## config.mk

```make
export PLATFORM = sky130hd
export DESIGN_NAME = tp_line_arbiter
export DESIGN_NICKNAME = d
export VERILOG_FILES = /design/src/rtl/tp_line_arbiter_pkg.sv /design/src/rtl/tp_line_arbiter_rr_select.sv /design/src/rtl/tp_line_arbiter.sv
export SDC_FILE = /design/constraint.sdc
export NUM_CORES = 1
export LEC_CHECK = 0
export ABC_AREA = 1
export CAP_MARGIN = 30
export CORE_MARGIN = 4
export CORE_UTILIZATION = 35
export DETAILED_ROUTE_END_ITERATION = 12
export MAX_ROUTING_LAYER = met4
export PLACE_DENSITY = 0.65
export SYNTH_ARGS = -nofsm -noshare
export SYNTH_HDL_FRONTEND = slang
export SYNTH_HIERARCHICAL = 1
export SYNTH_SLANG_ARGS = --single-unit
```

## constraint.sdc

```tcl
create_clock -name clk -period 2.3 [get_ports clk]
set_input_delay 0.345 -clock clk [delete_from_list [all_inputs] [get_ports clk]]
set_output_delay 0.345 -clock clk [all_outputs]
set_load 0.02 [all_outputs]
```

## src/rtl/tp_line_arbiter_pkg.sv

```systemverilog
// Shared definitions for the teleprinter line arbiter.
// State encoding, line-control characters and index-width helper.
package tp_line_arbiter_pkg;

  typedef enum logic {
    ST_IDLE   = 1'b0,
    ST_LOCKED = 1'b1
  } tp_state_e;

  localparam logic [7:0] TP_EOL = 8'h0A;
  localparam logic [7:0] TP_CR  = 8'h0D;

  function automatic int idx_w(input int n);
    return (n > 1) ? $clog2(n) : 1;
  endfunction

endpackage

```

## src/rtl/tp_line_arbiter_rr_select.sv

```systemverilog
// Round-robin pick: first asserted request at or after ptr, wrapping.
// Purely combinational, reusable by other peripheral arbiters.
module rr_select
  import tp_line_arbiter_pkg::*;
#(
  parameter int N  = 2,
  parameter int IW = idx_w(N)
) (
  input  logic [N-1:0]  req,
  input  logic [IW-1:0] ptr,
  output logic [N-1:0]  onehot,
  output logic [IW-1:0] idx,
  output logic          any
);

  int j;

  always_comb begin
    onehot = '0;
    idx    = '0;
    any    = 1'b0;
    j      = 0;
    for (int i = 0; i < N; i++) begin
      j = int'(ptr) + i;
      if (j >= N) j = j - N;
      if (!any && req[j]) begin
        any       = 1'b1;
        onehot[j] = 1'b1;
        idx       = IW'(j);
      end
    end
  end

endmodule

```

## src/rtl/tp_line_arbiter.sv

```systemverilog
// Shares one UART transmitter between NUM_REQ character sources.
// A granted source keeps the line until EOL, MAX_LINE chars or a stall timeout.
module tp_line_arbiter
  import tp_line_arbiter_pkg::*;
#(
  parameter int                NUM_REQ  = 2,
  parameter int                DATA_W   = 8,
  parameter logic [DATA_W-1:0] EOL_CHAR = DATA_W'(TP_EOL),
  parameter int                MAX_LINE = 80,
  parameter int                TIMEOUT  = 1023
) (
  input  logic                        clk,
  input  logic                        reset_n,
  input  logic [NUM_REQ*DATA_W-1:0]   req_data,
  input  logic [NUM_REQ-1:0]          req_valid,
  output logic [NUM_REQ-1:0]          req_ready,
  output logic [DATA_W-1:0]           tx_data,
  output logic                        tx_valid,
  input  logic                        tx_ready,
  output logic [NUM_REQ-1:0]          grant,
  output logic                        timeout_pulse
);

  localparam int IW = idx_w(NUM_REQ);
  localparam int CW = $clog2(MAX_LINE + 1);
  localparam int TW = $clog2(TIMEOUT + 1);

  tp_state_e           state_q, state_d;
  logic [NUM_REQ-1:0]  grant_q, grant_d;
  logic [IW-1:0]       gidx_q, gidx_d;
  logic [IW-1:0]       rr_ptr_q, rr_ptr_d;
  logic [CW-1:0]       char_cnt_q, char_cnt_d;
  logic [TW-1:0]       idle_cnt_q, idle_cnt_d;
  logic                tmo_q, tmo_d;

  logic [NUM_REQ-1:0]  pick_oh;
  logic [IW-1:0]       pick_idx;
  logic                pick_any;
  logic                locked;
  logic                own_valid;
  logic                xfer;
  logic [CW-1:0]       cnt_inc;
  logic [IW-1:0]       ptr_next;

  rr_select #(
    .N  (NUM_REQ),
    .IW (IW)
  ) u_rr (
    .req    (req_valid),
    .ptr    (rr_ptr_q),
    .onehot (pick_oh),
    .idx    (pick_idx),
    .any    (pick_any)
  );

  assign locked    = (state_q == ST_LOCKED);
  assign own_valid = req_valid[gidx_q];
  assign tx_valid  = locked & own_valid;
  assign tx_data   = locked ? req_data[int'(gidx_q)*DATA_W +: DATA_W]
                            : '0;
  assign req_ready = (locked && tx_ready) ? grant_q : '0;
  assign grant     = grant_q;
  assign timeout_pulse = tmo_q;

  assign xfer     = tx_valid & tx_ready;
  assign cnt_inc  = char_cnt_q + CW'(1);
  assign ptr_next = (gidx_q == IW'(NUM_REQ - 1)) ? '0 : gidx_q + IW'(1);

  always_comb begin
    state_d    = state_q;
    grant_d    = grant_q;
    gidx_d     = gidx_q;
    rr_ptr_d   = rr_ptr_q;
    char_cnt_d = char_cnt_q;
    idle_cnt_d = idle_cnt_q;
    tmo_d      = 1'b0;
    unique case (state_q)
      ST_IDLE: begin
        if (pick_any) begin
          state_d = ST_LOCKED;
          grant_d = pick_oh;
          gidx_d  = pick_idx;
        end
      end
      ST_LOCKED: begin
        if (xfer) begin
          char_cnt_d = cnt_inc;
          idle_cnt_d = '0;
        end else if (own_valid) begin
          idle_cnt_d = '0;
        end else if (idle_cnt_q != '1) begin
          idle_cnt_d = idle_cnt_q + TW'(1);
        end
        // Releasing char still goes out; the lock drops on the next edge.
        if ((xfer && (tx_data == EOL_CHAR)) ||
            (xfer && (cnt_inc == CW'(MAX_LINE))) ||
            (!own_valid && (idle_cnt_q == TW'(TIMEOUT - 1)))) begin
          state_d    = ST_IDLE;
          grant_d    = '0;
          rr_ptr_d   = ptr_next;
          char_cnt_d = '0;
          idle_cnt_d = '0;
          tmo_d      = !xfer;
        end
      end
      default: state_d = ST_IDLE;
    endcase
  end

  always_ff @(posedge clk or negedge reset_n) begin
    if (!reset_n) begin
      state_q    <= ST_IDLE;
      grant_q    <= '0;
      gidx_q     <= '0;
      rr_ptr_q   <= '0;
      char_cnt_q <= '0;
      idle_cnt_q <= '0;
      tmo_q      <= 1'b0;
    end else begin
      state_q    <= state_d;
      grant_q    <= grant_d;
      gidx_q     <= gidx_d;
      rr_ptr_q   <= rr_ptr_d;
      char_cnt_q <= char_cnt_d;
      idle_cnt_q <= idle_cnt_d;
      tmo_q      <= tmo_d;
    end
  end

endmodule
```

After elaboration in Yosys (flattened, before gate mapping)
Index checks and enable logic that the tools add are counted.
- add/sub/neg operators: 6
- magnitude comparators: 7
- equal/unequal tests: 6
- shift operators: 1
- multiplexer cells: 37
- bitwise operators: 4
- reduce and logical (&&, ||, !) cells: 19
- operator list (operator ; count):
    $ge A32 B1 Y1 const B ; 2
    $lt A32 B3 Y1 const B ; 2
    $mux W32 ; 2
    $mux W10 ; 4
    $ge A32 B3 Y1 const B ; 1
    $sub A32 B3 Y32 const B ; 1
    $mux W1 ; 19
    $shiftx A16 B5 Y8 ; 1
    $mux W7 ; 2
    $add A10 B1 Y10 const B ; 1
    $eq A10 B10 Y1 const B ; 1
    $mux W2 ; 5
    $ne A10 B10 Y1 const B ; 1
    $reduce_and A2 Y1 ; 5
    $eq A8 B4 Y1 const B ; 1
    $mux W8 ; 1
    $add A7 B1 Y7 const B ; 1
    $eq A7 B7 Y1 const B ; 1
    $logic_and A1 B1 Y1 ; 7
    $pmux W2 S2 ; 1
    $reduce_bool A4 Y1 ; 1
    $logic_not A1 Y1 ; 3
    $sub A1 B2 Y3 const B ; 1
    $add A1 B1 Y2 const B ; 1
    other kinds (12) ; 15
- flip-flop bits (word level): 23
- input port bits: 21
- output and inout port bits: 14
- logic and storage cells: 87

Longest topological paths before layout
Gate-level depths: netlist (run 1).
- word-level depth: 11
- gate-level depth with buffers: 13
- gate-level depth less buffers: 12

Cells and area by module
Netlist (run 1), hierarchy kept.
- modules (own cells, without submodules) (module ; instances ; cells an instance ; area an instance (sq um) ; seq. area each (sq um)):
    tp_line_arbiter ; 1 ; 257 ; 1804.2 ; 575.6
    rr_select ; 1 ; 14 ; 55.1 ; 0.0

Least setup slack after synthesis (run 1)
No wires, ideal clock.
- kind: register to register
- from: register char_cnt_q[0]
- to: register grant_q[0] (netlist: grant[0])
- setup time: 0.118 ns
- arrival time: 1.595 ns
- data required time: 2.182 ns
- path slack: 0.587 ns
- cell stages (with the launch flop): 11
- buffers on the path: 1
- clock period less this slack: 1.713 ns
- cell sequence: dfrtp_1 -> ha_1 -> xnor2_1 -> nand2_1 -> nor2_2 -> nand3_2 -> nand3_4 -> nand2_4 -> buf_6 -> nand3_1 -> nand2_1
- longest elaborated chain between the ends: 7
- RTL lines (what ; RTL line ; text):
    start: declaration ; tp_line_arbiter.sv:32 ; logic [CW-1:0] char_cnt_q, char_cnt_d;
    start signal: assignment ; tp_line_arbiter.sv:124 ; char_cnt_q <= char_cnt_d;
    $add A7 B1 Y7 ; tp_line_arbiter.sv:66 ; assign cnt_inc = char_cnt_q + CW'(1);
    $eq A7 B7 Y1 ; tp_line_arbiter.sv:96 ; (xfer && (cnt_inc == CW'(MAX_LINE))) ||
    $logic_and A1 B1 Y1 ; tp_line_arbiter.sv:96 ;
    $logic_or A1 B1 Y1 ; tp_line_arbiter.sv:95 ; if ((xfer && (tx_data == EOL_CHAR)) ||
    $logic_or A1 B1 Y1 ; tp_line_arbiter.sv:96 ;
    $ne A2 B1 Y1 (no source line) ; n/a ;
    $reduce_and A2 Y1 (no source line) ; n/a ;
    end signal: assignment ; tp_line_arbiter.sv:121 ; grant_q <= grant_d;
    end: declaration ; tp_line_arbiter.sv:29 ; logic [NUM_REQ-1:0] grant_q, grant_d;
No other way between the ends.
A chain may end at the register's enable or synchronous reset.

Final worst setup path (run 1)
- from: input port req_valid[1]
- to: output port tx_valid
- longest elaborated chain between the ends: 3
- RTL lines (what ; RTL line ; text):
    start: declaration ; tp_line_arbiter.sv:15 ; input logic [NUM_REQ-1:0] req_valid,
    $mux W1 (not written as such) (2 in series) ; tp_line_arbiter.sv:57 ; assign own_valid = req_valid[gidx_q];
    $and A1 B1 Y1 ; tp_line_arbiter.sv:58 ; assign tx_valid = locked & own_valid;
    end: declaration ; tp_line_arbiter.sv:18 ; output logic tx_valid,
No other way between the ends. The select of a mux whose other input is x is not followed.

==> results of run 1 <==
-- worst paths after layout --
check / start / end / slack (ns) / cells past startpoint
setup reg to reg: char_cnt_q[0]$_DFFE_PN0P_ / idle_cnt_q[7]$_DFFE_PN0P_ / 0.33 / 13
hold reg to reg: gidx_q$_DFFE_PN0P_ / rr_ptr_q$_DFFE_PN0P_ / 0.50 / 1
max in group asynchronous: reset_n / idle_cnt_q[5]$_DFFE_PN0P_ / 1.63 / 2
hold / removal: reset_n / idle_cnt_q[6]$_DFFE_PN0P_ / 0.43 / 2
min in group clk: gidx_q$_DFFE_PN0P_ / rr_ptr_q$_DFFE_PN0P_ / 0.50 / 1
setup / recovery: req_valid[1] / tx_valid / 0.15 / 6
-- critical path: stages --
cell and delay, ns:
clkdlybuf4s50_1 0.52, nand2_2 0.06, nand2_2 0.11, inv_2 0.07, nor2_1 0.09, clkdlybuf4s50_1 0.61
-- registers in the layout, summed over array words and instances, names as in the netlist --
register,flops
locked,1
idle_cnt_q,10
timeout_pulse,1
char_cnt_q,7
gidx_q,1
grant,2
rr_ptr_q,1
-- placed cells by master, fill, tap and decap left out, types with 3 or more instances in the layout --
cell type / instances
nand2_1: 80
o21ai_0: 11
nand4_1: 6
nand3_1: 26
buf_4: 6
clkdlybuf4s50_1: 34
nor2_4: 3
nor2_1: 29
a21oi_1: 4
or2_1: 6
nand3_2: 9
nand2_2: 3
inv_2: 4
clkbuf_8: 3
inv_1: 38
dfrtp_1: 23
ha_1: 4
-- cell type report --
| type | count | area [sq um] |
|---|---|---|
| fillers | 558 | 2830 |
| flip-flops and latches | 23 | 576 |
| clock inverters | 1 | 7.51 |
| repair buffers | 40 | 385 |
| multi-input cells | 198 | 1060 |
| inverters | 42 | 158 |
| well taps | 70 | 87.6 |
| clock buffers | 3 | 41.3 |
-- per-layer routing --
metal,global-route usage (%),vias to the layer above,wire [microns]
met3,2.44,9,71
met2,24.6,12,2100
li1,-,920,-
met1,19.5,777,2000
met4,4.39,0,93
met5,-,-,0
-- metrics by stage --
step	setup WS (ns)	utilization [%]
2_1_floorplan	0.587	-
4_1_cts	0.132	45.0
6_report	0.151	45.0
5_1_grt	0.0235	45.0
3_5_place_dp	0.145	44.1
3_3_place_gp	0.170	44.1
-- power by group through the flow --
stage / clock, uW / combinational (uW) / sequential, uW
after detailed placement: 0 / 1330 / 668
after CTS: 282 / 1340 / 660
after floorplan: 0 / 900 / 642
after global placement: 0 / 1330 / 666
final: 259 / 1320 / 658
after global routing: 291 / 1480 / 686
-- logic make-up (layout without fill, tap and decap cells) --
family	after synthesis	in the layout	synth area share [%]
simple gates	173	173	47.5
buf+inv	50	86	12.0
flops	23	23	31.0
compound gates	19	19	5.85
fa+ha+maj	4	4	2.69
xor+xnor	2	2	0.942
==> run_results.csv, run 1 <==
group,metric,value,unit
place,post_dp_cell_area,2270,sq um
layout,final_cells,377,
sta,skew,0.00404,ns
sta,fmax,0.465,GHz
clocking,numCtsBuffers,3,
setup_path,worst-endpoint-arrival,1.80,ns
sta,fin_hold_ws,0.435,ns
setup_path,cp_data_required_time,1.96,ns
clocking,cts_setup_buffers,0,
clocking,path_clk_slew,0.09,ns
clocking,cts_resized,0,
setup_path,path_max_fanout,3,
sta,maxSlewViolCount,0,
die,rows,26,
place,port_buffers,34,
power_and_ir_drop,ir_worst_vdd,0.558,mV
detailed_routing,routedWlPerCell,11.3,microns
status,status,"finished clean",
die,die_h,80.9,microns
die,ios,35,
power_and_ir_drop,p_int,1180,uW
power_and_ir_drop,powerDensity,965,nW/um^2
die,die_x,80.9,microns
power_and_ir_drop,p_switching,1060,uW
power_and_ir_drop,swShare,47.3,%
power_and_ir_drop,seq_power_share,29.5,%
power_and_ir_drop,p_leak,0.00113,uW
clocking,cts_tree,"built",
clocking,htreeDepth,1,
synth,synth.net_count,296,
power_and_ir_drop,pwr-share-comb,58.9,%
clocking,cts_hold_buf,0,
sta,worst_pin_slew,0.372,ns
global_route,first_global_vias,1651,
global_route,grtUsageTotal,15.1,%
layout,antenna_cells,0,
sta,min_period,2.15,ns
global_route,grt_max_degree,24,
detailed_routing,detail-route-antenna-nets,0,
layout,final_nets,333,
synth,synthArstFlopShare,100,%
synth,synth_top_area_share,31.0,%
synth,yosysTopAreaCell,"dfrtp_1",
place,gp_congestion,0.820,
detailed_routing,via_per_inst,4.56,
synth,syn_area,1860,sq um
clocking,cts-root-buf,"clkbuf_8",
global_route,antenna_found_initial,0,
setup_path,critPathCaptureType,"output port",
synth,yosys_warnings,6,
global_route,grt_first_pass_wirelength,7630,microns
die,core_region_area,5140,sq um
die,design.die.area,6540,sq um
sta,rsz0062_at_grt,"false",
clocking,clock_latency,0.27,ns
hold_path,min_path_type,"primary input to asynchronous set/reset pin",
detailed_routing,drt_iter0_drc,71,
clocking,clock-sinks,23,
place,dp.cells,373,
setup_path,worst-setup-path-type,"primary input to output port",
die,initial_core_util,36.2,%
synth,ys_types,31,
sta,setup_tns,0,ns
layout,stdcell_area,2310,sq um
synth,syn-mean-instance-area,6.86,sq um
synth,syn_inst,271,
detailed_routing,finalWirelength,4270,microns
setup_path,worstSetupStartpointType,"primary input",
flow_run,maxCapViolCount,0,
layout,drive_gt1_share,12.7,%
synth,yosysSeqAreaShare,31.0,%
detailed_routing,num_vias,1718,
synth,synth-seq-cells,23,
layout,syn_to_final_growth,24.5,%
synth,synth.most_common_cell,"nand2_1",
global_route,grt_overflow,0,
synth,ys.flop_type,"dfrtp_1",
place,dpl.hpwl,3310,microns
detailed_routing,drc,0,
detailed_routing,dr.pass1.iters,4,
sta,max-slew-margin-rel,75.1,%
sta,period_share,93.4,%
synth,synthTopCellsByArea,"dfrtp_1, nand2_1, inv_1",
sta,hold_viol_final,0,
power_and_ir_drop,p_clk_share,11.6,%
clocking,cts_buffer_depth,2,
sta,setup_violations,0,
synth,synth_common_cells,"nand2_1, inv_1, nor2_1",
power_and_ir_drop,p_total,2230,uW
synth,synth-edff-count,0,
Power figures use the tool's default switching activity.
==> run 2, diff against run 1 <==
--- a/config.mk
+++ b/config.mk
@@ -5,13 +5,12 @@
 export SDC_FILE = /design/constraint.sdc
 export NUM_CORES = 1
 export LEC_CHECK = 0
-export ABC_AREA = 1
 export CAP_MARGIN = 30
 export CORE_MARGIN = 4
 export CORE_UTILIZATION = 35
 export DETAILED_ROUTE_END_ITERATION = 12
 export MAX_ROUTING_LAYER = met4
-export PLACE_DENSITY = 0.65
+export PLACE_DENSITY = 0.67
 export SYNTH_ARGS = -nofsm -noshare
 export SYNTH_HDL_FRONTEND = slang
 export SYNTH_HIERARCHICAL = 1
==> run 2 against run 1 <==
  * Sequential share of layout area rose by 3.3 points
  * Global-route usage fell by 0.78 points
  * Clock power barely moved
  * Total power fell by 46%
  * Final area fell by 12%
==> run_results.csv, run 2 <==
group,metric,value,unit
synth,synthTopCellsByArea,"dfrtp_1, mux2i_1, nor2b_1",
clocking,clock_latency,0.27,ns
sta,rsz0062_at_grt,"false",
clocking,path_clk_slew,0.08,ns
clocking,cts_setup_buffers,0,
detailed_routing,num_vias,1405,
detailed_routing,drt_iter0_drc,56,
clocking,clock-sinks,23,
synth,synthArstFlopShare,100,%
sta,maxSlewViolCount,0,
clocking,cts_resized,0,
layout,antenna_cells,0,
synth,yosysTopAreaCell,"dfrtp_1",
setup_path,cp_data_required_time,1.96,ns
synth,synth-seq-cells,23,
power_and_ir_drop,powerDensity,591,nW/um^2
setup_path,slowest_delay,0.53,ns
power_and_ir_drop,p_clk_share,21.2,%
global_route,grt_first_pass_wirelength,6170,microns
synth,syn-mean-instance-area,8.96,sq um
layout,final_cell_mix,"clkdlybuf4s50_1, dfrtp_1, nand2_1",
synth,synth_top_area_share,36.3,%
clocking,cts-root-buf,"clkbuf_8",
global_route,antenna_found_initial,0,
synth,synth_common_cells,"dfrtp_1, nand2_1, nand3_1",
setup_path,cp_slowest_cell,"clkdlybuf4s50_1",
layout,fillers,436,
detailed_routing,dr.pass1.iters,4,
die,design.die.area,5670,sq um
synth,synth-edff-count,0,
detailed_routing,via_per_inst,5.28,
setup_path,critPathCaptureType,"output port",
synth,yosysSeqAreaShare,36.3,%
power_and_ir_drop,p_switching,418,uW
sta,worst_pin_slew,0.541,ns
layout,regMostFlops,"idle_cnt_q",
die,ios,35,
synth,syn_area,1590,sq um
sta,period_share,96.3,%
place,dp.cells,262,
sta,hold_viol_final,0,
layout,final_cells,266,
die,initial_core_util,36.2,%
power_and_ir_drop,p_int,790,uW
layout,drive_gt1_share,8.88,%
detailed_routing,drc,0,
place,gp_congestion,0.770,
detailed_routing,finalWirelength,3680,microns
power_and_ir_drop,seq_power_share,44.9,%
sta,max-slew-margin-rel,63.9,%
setup_path,worstSetupStartpointType,"primary input",
sta,fin_hold_ws,0.425,ns
sta,setup_violations,0,
clocking,numCtsBuffers,3,
layout,largest_reg_flops,10,
power_and_ir_drop,pwr-share-comb,33.9,%
global_route,grt_max_degree,24,
sta,setup_tns,0,ns
global_route,grtUsageTotal,14.4,%
sta,skew,0.00564,ns
place,place_ws,0.0811,ns
die,rows,24,
status,status,"finished clean",
die,core_region_area,4380,sq um
synth,syn_inst,177,
hold_path,min_path_type,"primary input to asynchronous set/reset pin",
setup_path,crit_path_frequent_cell,"clkdlybuf4s50_1",
detailed_routing,routedWlPerCell,13.8,microns
global_route,grt_overflow,0,
layout,final_nets,240,
setup_path,cp_cell_sequence,"clkdlybuf4s50_1, mux2_4, and2_1, clkdlybuf4s50_1",
synth,synth.net_count,202,
place,port_buffers,34,
setup_path,rrSetupSlack,0.35,ns
die,die_x,75.3,microns
place,post_dp_cell_area,2000,sq um
clocking,htreeDepth,1,
power_and_ir_drop,swShare,34.6,%
synth,yosys_warnings,6,
setup_path,path_max_fanout,8,
power_and_ir_drop,ir_worst_vdd,0.424,mV
clocking,cts_hold_buf,0,
layout,final_common_cell,"clkdlybuf4s50_1",
setup_path,worst-endpoint-arrival,1.87,ns
clocking,cts_buffer_depth,2,
detailed_routing,detail-route-antenna-nets,0,
layout,syn_to_final_growth,29.0,%
global_route,first_global_vias,1289,
layout,stdcell_area,2040,sq um
synth,ys_types,41,
sta,setup_slack,0.0851,ns
synth,synth.most_common_cell,"dfrtp_1",
synth,ys.flop_type,"dfrtp_1",
sta,min_period,2.21,ns
sta,fmax,0.451,GHz
power_and_ir_drop,p_leak,0.000878,uW
place,dpl.hpwl,2780,microns
die,die_h,75.3,microns
setup_path,worst-setup-path-type,"primary input to output port",
flow_run,maxCapViolCount,0,
clocking,cts_tree,"built",
-- run 2: changes by cell type after synthesis, moves of 4 or more --
cell,before,now
a21oi_1,4,12
and3_1,1,5
inv_2,4,0
nand3_1,26,14
nor2b_1,0,12
o31ai_1,0,6
nand2_1,80,19
nor2_1,29,5
or2_1,6,2
nand3_2,9,2
inv_1,38,5
mux2i_1,0,12
-- run 2: worst paths after layout --
path | from | end | cells past startpoint
min in group clk | idle_cnt_q[9]$_DFFE_PN0P_ | idle_cnt_q[9]$_DFFE_PN0P_ | 1
max in group asynchronous | reset_n | idle_cnt_q[5]$_DFFE_PN0P_ | 2
min reg2reg | idle_cnt_q[9]$_DFFE_PN0P_ | idle_cnt_q[9]$_DFFE_PN0P_ | 1
min | reset_n | char_cnt_q[2]$_DFFE_PN0P_ | 2
max | req_valid[0] | tx_valid | 4
max reg2reg | char_cnt_q[0]$_DFFE_PN0P_ | grant[1]$_DFFE_PN0P_ | 7
-- run 2: logic make-up after synthesis --
kind of cell / synth area share [%]
AND/OR/NAND/NOR: 27.9
AO/OA/AOI/OAI: 18.7
flip-flops: 36.3
multiplexers: 9.23
buffers and inverters: 3.08
adder cells (fa/ha/maj): 3.16
XOR/XNOR: 1.66
-- run 2: layout make-up --
cell class / count / area, sq um / area share (%)
clock inverter: 1 / 5.00 / 0.245
timing repair buffer: 39 / 378 / 18.5
clock buffer: 3 / 41.3 / 2.02
inverter: 5 / 18.8 / 0.918
multi-input combinational: 143 / 961 / 47.0
tap: 52 / 65.1 / 3.18
sequential: 23 / 576 / 28.2
-- run 2: worst max-delay path, delay by kind of cell --
kind                   cells  cell delay, ns
AND/OR/NAND/NOR            1            0.18
multiplexers               1            0.35
buffers and inverters      2            1.00
-- run 2: power by group through the flow --
| stage | registers (uW) | logic, uW | clock network [uW] |
|---|---|---|---|
| 3_3_place_gp | 549 | 408 | 0 |
| 3_5_place_dp | 550 | 411 | 0 |
| 4_1_cts | 543 | 414 | 266 |
| 6_report | 543 | 410 | 256 |
| 5_1_grt | 559 | 463 | 281 |
| 2_1_floorplan | 540 | 261 | 0 |
-- run 2: per-layer routing --
metal  up-vias  track usage [%]  routed length [microns]
met3         6             3.17                       94
met5         -                -                        0
met4         0             3.50                       45
met1       651             19.9                     1810
met2        23             21.5                     1720
li1        725                -                        -
-- run 2: stage by stage --
stage	util, %	total power (uW)
final	46.6	1210
after global routing	46.6	1300
after CTS	46.6	1220
after detailed placement	45.6	961
after global placement	45.6	958
after floorplan	-	801
